### config.mk
export PLATFORM = sky130hd
export DESIGN_NAME = placar_hex
export DESIGN_NICKNAME = d
export VERILOG_FILES = /design/src/rtl/placar_hex.sv
export SDC_FILE = /design/constraint.sdc
export NUM_CORES = 1
export LEC_CHECK = 0
export CAP_MARGIN = 25
export CORE_ASPECT_RATIO = 2
export CORE_MARGIN = 2
export CORE_UTILIZATION = 38
export DETAILED_ROUTE_END_ITERATION = 8
export GPL_TIMING_DRIVEN = 0
export PLACE_DENSITY = 0.6
export SETUP_SLACK_MARGIN = 0.02
export SYNTH_ARGS = -nofsm -noshare
export SYNTH_HDL_FRONTEND = slang
export SYNTH_SLANG_ARGS = --single-unit
export TNS_END_PERCENT = 1
### constraint.sdc
create_clock -name CLOCK_50 -period 17.9 [get_ports CLOCK_50]
set_clock_uncertainty 0.2 [all_clocks]
set_input_delay 5.37 -clock CLOCK_50 [delete_from_list [all_inputs] [get_ports CLOCK_50]]
set_output_delay 5.37 -clock CLOCK_50 [all_outputs]
set_load 0.1 [all_outputs]
### src/rtl/placar_hex.sv
// Score/status display: buffers kill pulses, drains them into a saturating 4-digit BCD score and drives HEX5..HEX0.
// Latency: kill sampled at edge t+1 -> pending at t+1, score at t+2, HEX segments at t+3 (all outputs registered).
// Backpressure: none; kills beyond 15 pending are dropped. Optional high-score register under macro PLACAR_RECORDE_EN.
module placar_hex #(
  parameter int PONTOS    = 1,
  parameter int BLINK_DIV = 25000000
) (
  input  logic       CLOCK_50,
  input  logic       reset,
  input  logic       pausa,
  input  logic       perdeu,
  input  logic [1:0] vidas,
  input  logic [4:0] inimigo_morto,
  input  logic       nova_partida,
  input  logic       mostra_recorde,
  output logic [6:0] HEX0,
  output logic [6:0] HEX1,
  output logic [6:0] HEX2,
  output logic [6:0] HEX3,
  output logic [6:0] HEX4,
  output logic [6:0] HEX5
);

  localparam int CW = (BLINK_DIV > 1) ? $clog2(BLINK_DIV) : 1;
  localparam logic [CW-1:0] BLINK_LAST = CW'(BLINK_DIV - 1);

  localparam logic [6:0] SEG_P     = 7'h0C;
  localparam logic [6:0] SEG_F     = 7'h0E;
  localparam logic [6:0] SEG_R     = 7'h2F;
  localparam logic [6:0] SEG_BLANK = 7'h7F;

  function automatic logic [6:0] seg7(input logic [3:0] d);
    case (d)
      4'd0: seg7 = 7'h40;
      4'd1: seg7 = 7'h79;
      4'd2: seg7 = 7'h24;
      4'd3: seg7 = 7'h30;
      4'd4: seg7 = 7'h19;
      4'd5: seg7 = 7'h12;
      4'd6: seg7 = 7'h02;
      4'd7: seg7 = 7'h78;
      4'd8: seg7 = 7'h00;
      4'd9: seg7 = 7'h10;
      default: seg7 = 7'h7F;
    endcase
  endfunction

  logic [3:0]      pend_q, pend_d;
  logic [15:0]     score_q, score_d;
  logic [CW-1:0]   blink_cnt_q, blink_cnt_d;
  logic            blink_on_q, blink_on_d;
  logic [5:0][6:0] hex_q, hex_d;

  logic [2:0]  kills;
  logic        dec;
  logic [4:0]  pend_sum;
  logic [15:0] score_inc;
  logic [4:0]  bcd_t;
  logic [4:0]  bcd_add;
  logic [15:0] disp_val;
  logic        show_rec;

  // Kill intake and drain request; paused or lost games accept no new kills.
  always_comb begin
    kills = 3'(inimigo_morto[0]) + 3'(inimigo_morto[1]) + 3'(inimigo_morto[2])
          + 3'(inimigo_morto[3]) + 3'(inimigo_morto[4]);
    if (pausa || perdeu) kills = 3'd0;
    dec      = (pend_q != 4'd0) && !pausa;
    pend_sum = {1'b0, pend_q} + {2'b00, kills} - {4'b0000, dec};
  end

  // BCD add of PONTOS into digit 0 with ripple carry; overflow past 9999 clamps.
  always_comb begin
    score_inc = '0;
    bcd_t     = '0;
    bcd_add   = 5'(PONTOS);
    for (int i = 0; i < 4; i++) begin
      bcd_t = {1'b0, score_q[4*i +: 4]} + bcd_add;
      if (bcd_t > 5'd9) begin
        score_inc[4*i +: 4] = 4'(bcd_t - 5'd10);
        bcd_add = 5'd1;
      end else begin
        score_inc[4*i +: 4] = bcd_t[3:0];
        bcd_add = 5'd0;
      end
    end
    if (bcd_add != 5'd0) score_inc = 16'h9999;
  end

  // Next-state for pending count, score and blink timer; a new game overrides kills and drain.
  always_comb begin
    pend_d  = (pend_sum > 5'd15) ? 4'd15 : pend_sum[3:0];
    score_d = dec ? score_inc : score_q;
    if (nova_partida) begin
      pend_d  = 4'd0;
      score_d = 16'h0000;
    end
    if (blink_cnt_q == BLINK_LAST) begin
      blink_cnt_d = '0;
      blink_on_d  = ~blink_on_q;
    end else begin
      blink_cnt_d = blink_cnt_q + 1'b1;
      blink_on_d  = blink_on_q;
    end
  end

`ifdef PLACAR_RECORDE_EN
  logic [15:0] rec_q, rec_d;

  // High score captures the pre-clear score when a new game starts; BCD orders like binary.
  always_comb begin
    rec_d = rec_q;
    if (nova_partida && (score_q > rec_q)) rec_d = score_q;
  end

  // High-score register.
  always_ff @(posedge CLOCK_50) begin
    if (!reset) rec_q <= 16'h0000;
    else        rec_q <= rec_d;
  end

  assign show_rec = mostra_recorde;
  assign disp_val = mostra_recorde ? rec_q : score_q;
`else
  logic unused_mostra;
  assign unused_mostra = mostra_recorde;
  assign show_rec      = 1'b0;
  assign disp_val      = score_q;
`endif

  // Segment decode for all six displays; HEX5 shows high-score tag, then lost (blinking F), then paused.
  always_comb begin
    hex_d[0] = seg7(disp_val[3:0]);
    hex_d[1] = seg7(disp_val[7:4]);
    hex_d[2] = seg7(disp_val[11:8]);
    hex_d[3] = seg7(disp_val[15:12]);
    hex_d[4] = seg7({2'b00, vidas});
    hex_d[5] = SEG_BLANK;
    if (show_rec)    hex_d[5] = SEG_R;
    else if (perdeu) hex_d[5] = blink_on_q ? SEG_F : SEG_BLANK;
    else if (pausa)  hex_d[5] = SEG_P;
  end

  // Game state registers.
  always_ff @(posedge CLOCK_50) begin
    if (!reset) begin
      pend_q      <= 4'd0;
      score_q     <= 16'h0000;
      blink_cnt_q <= '0;
      blink_on_q  <= 1'b1;
    end else begin
      pend_q      <= pend_d;
      score_q     <= score_d;
      blink_cnt_q <= blink_cnt_d;
      blink_on_q  <= blink_on_d;
    end
  end

  // Registered segment outputs, blank while in reset.
  always_ff @(posedge CLOCK_50) begin
    if (!reset) hex_q <= {6{SEG_BLANK}};
    else        hex_q <= hex_d;
  end

  assign HEX0 = hex_q[0];
  assign HEX1 = hex_q[1];
  assign HEX2 = hex_q[2];
  assign HEX3 = hex_q[3];
  assign HEX4 = hex_q[4];
  assign HEX5 = hex_q[5];

endmodule

==> reports/qor.yml <==
vdd_drop_max_v: 0.00005967
seq_area_frac_synth_pct: 35.79
ios: 55
start_util_pct: 38.97
io_buffers: 50
finalSetupViolations: 0
final_hold_viol_count: 0
critPathKind: "in -> reg"
postCtsSetupRepairBufs: 0
die_area_mm2: 0.01302
holdBufCountCts: 0
grt_pass1_vias: 4025
cts_num_sinks: 82
ys_warn_count: 0
routed_wl_um: 10930
p_leak_nw: 2.180
worstPathArrival_ps: 8720
slew_headroom_pct: 33.43
routed-via-count: 4025
wl_per_cell_um: 14.31
drv_cap: 0
root_buffer: "clkbuf_16"
n_fill_cell: 1149
grt_overflow: 0
design_area_mm2: 0.005553
yosys-top-cells-area: "dfxtp_1 (36%), ha_1 (11%), nor2_1 (5.1%)"
ant_nets: 0
fin_crit_sh_pct: 48.63
syn_avg_cell_area_um2: 8.310
dr.pass1.iters: 4
status: "finished clean"
drt_iter0_drc: 153
syn_area_mm2: 0.004587
drc: 0
die_x_um: 81.69
cts_max_path_buffers: 2
cts_tree: "yes"
rows: 56
synth_edf_count: 0
period_needed_ps: 8705
synth.top_cell.area_share_pct: 35.79
place.gp.congestion: 0.9039
critPathLaunchType: "input pin"
yosys.area.top_type: "dfxtp_1"
setup_tns_ps: 0
final_cell_mix: "dfxtp_1 (82), nor2_1 (62), clkdlybuf4s50_1 (50), inv_1 (43), a21oi_1 (43)"
dp_hpwl_um: 8459
insertedDiodeCount: 0
rsz0062_at_grt: "false"
power.total_mw: 0.5840
syn_to_final_growth_pct: 21.06
die_y_um: 159.4
dpl_cell_area_mm2: 0.005273
power_density_mw_per_mm2: 105.2
fmax_ghz: 0.1149
grt_util_all_layers_pct: 17.80
layout_commonest_cell: "dfxtp_1"
antenna_found_initial: 0
ctsHtreeMaxLevel: 3
grt_first_pass_wirelength_um: 18360
holdWs_ps: 291.1
worst_hold_path_type: "reg -> reg"
ys_types: 56
multi_input_area_mm2: 0.002591
ys_ff_latch: 82
worst_pin_slew_ps: 995.5
required_ps: 17910
cts.clk_slew.worst_paths_ps: 60
register_area_mm2: 0.001642
setup.worst_path.end_class: "register"
worstSkewPairLatency_ps: 340
path_max_fanout: 4
drive_gt1_share_pct: 6.785
yosys_most_used_dff: "dfxtp_1"
ctsResizeCount: 0
via_per_inst: 5.268
maxSlewViolCount: 0
cts_made_buffers: 9
nNetsFinal: 669
core-area_mm2: 0.01177
grt_max_degree: 15
ys_async_sr_fraction_pct: 0
postSynthCellCount: 552
-- worst max-delay path: stages --
cell and delay [ps]:
clkdlybuf4s50_1 430, fa_1 530, inv_1 50, fa_1 430
or3_1 330, ha_1 280, inv_1 50, ha_1 160
inv_1 50, fa_1 400, inv_1 70, a21o_1 100
a21oi_1 70, xnor2_1 270, a21oi_1 110
-- per-layer routing --
layer	track usage (%)	vias to the layer above	part of all wire (%)
met5	0	-	0
met2	34.35	99	57
met1	17.22	1905	36
met3	3.345	26	3.3
met4	7.955	0	3.3
li1	-	1995	-
-- sequential cells by signal, indices dropped and copies added, names as in the netlist --
signal	cells
blink_cnt_q	25
disp_val	16
HEX0	7
HEX1	7
HEX2	7
HEX3	7
HEX4	6
pend_q	4
HEX5	2
blink_on_q	1
-- path summary, 6_finish.rpt --
kind	start	endpoint	slack (ps)	cells after the start
max	inimigo_morto[0]	pend_q[1]	9190	15
min	blink_cnt_q[0]	blink_cnt_q[0]	290	1
max reg2reg	disp_val[1]	disp_val[13]	10770	30
min reg2reg	blink_cnt_q[0]	blink_cnt_q[0]	290	1
-- cells by family (layout without fill, tap and decap cells) --
logic type	count (synthesis)	after routing	share of synthesized area, %
AOI/OAI and AO/OA	126	126	16.67
other	1	2	0.08175
muxes	1	1	0.2182
DFF	82	82	35.79
and+or+nand+nor	187	187	21.19
buffers and inverters	80	146	7.801
xor gates and xnor gates	33	33	6.301
adders and majority gates	42	42	11.95
-- per-stage QoR --
step | util (%) | instances | worst slack [ps]
2_1_floorplan | - | 553 | 9486
3_3_place_gp | 44.79 | 748 | 8852
5_1_grt | 47.17 | 764 | 8996
6_report | 47.17 | 764 | 9195
3_5_place_dp | 44.79 | 748 | 8814
4_1_cts | 47.17 | 764 | 9172
-- Yosys cell counts, drive strengths merged (2+ instances only) --
cell type,number
buf,17
dfxtp,82
a2bb2oi,2
o2111ai,2
nand3,22
a22o,5
and4,2
o2bb2ai,3
a211oi,6
nor4,5
fa,3
or3,3
clkbuf,20
o31a,2
and3,6
xnor2,13
a32o,2
or2,5
a21oi,43
nand4,8
and2,2
nor3,8
a31oi,4
nor4b,3
o21bai,4
nand2,41
inv,43
o32ai,2
a21o,3
ha,39
nand2b,14
o21ai,35
xor2,20
nor2,63
nand3b,2
o22ai,8
nor2b,2
-- layout make-up --
| type | count | share of cell area (%) |
|---|---|---|
| Buffer | 37 | 3.538 |
| Clock buffer | 10 | 4.304 |
| Clock inverter | 6 | 0.7436 |
| Inverter | 43 | 2.907 |
| Multi-Input combinational cell | 391 | 46.67 |
| Sequential cell | 82 | 29.56 |
| Tap cell | 145 | 3.267 |
| Timing Repair Buffer | 50 | 9.013 |
-- report_power, final --
group	switching, mW	internal (mW)	leakage, nW
clock network	0.0758	0.0977	0.131
registers	0.00911	0.198	0.674
logic	0.139	0.0645	1.37
Note: power is estimated with default switching activity, not from simulation.
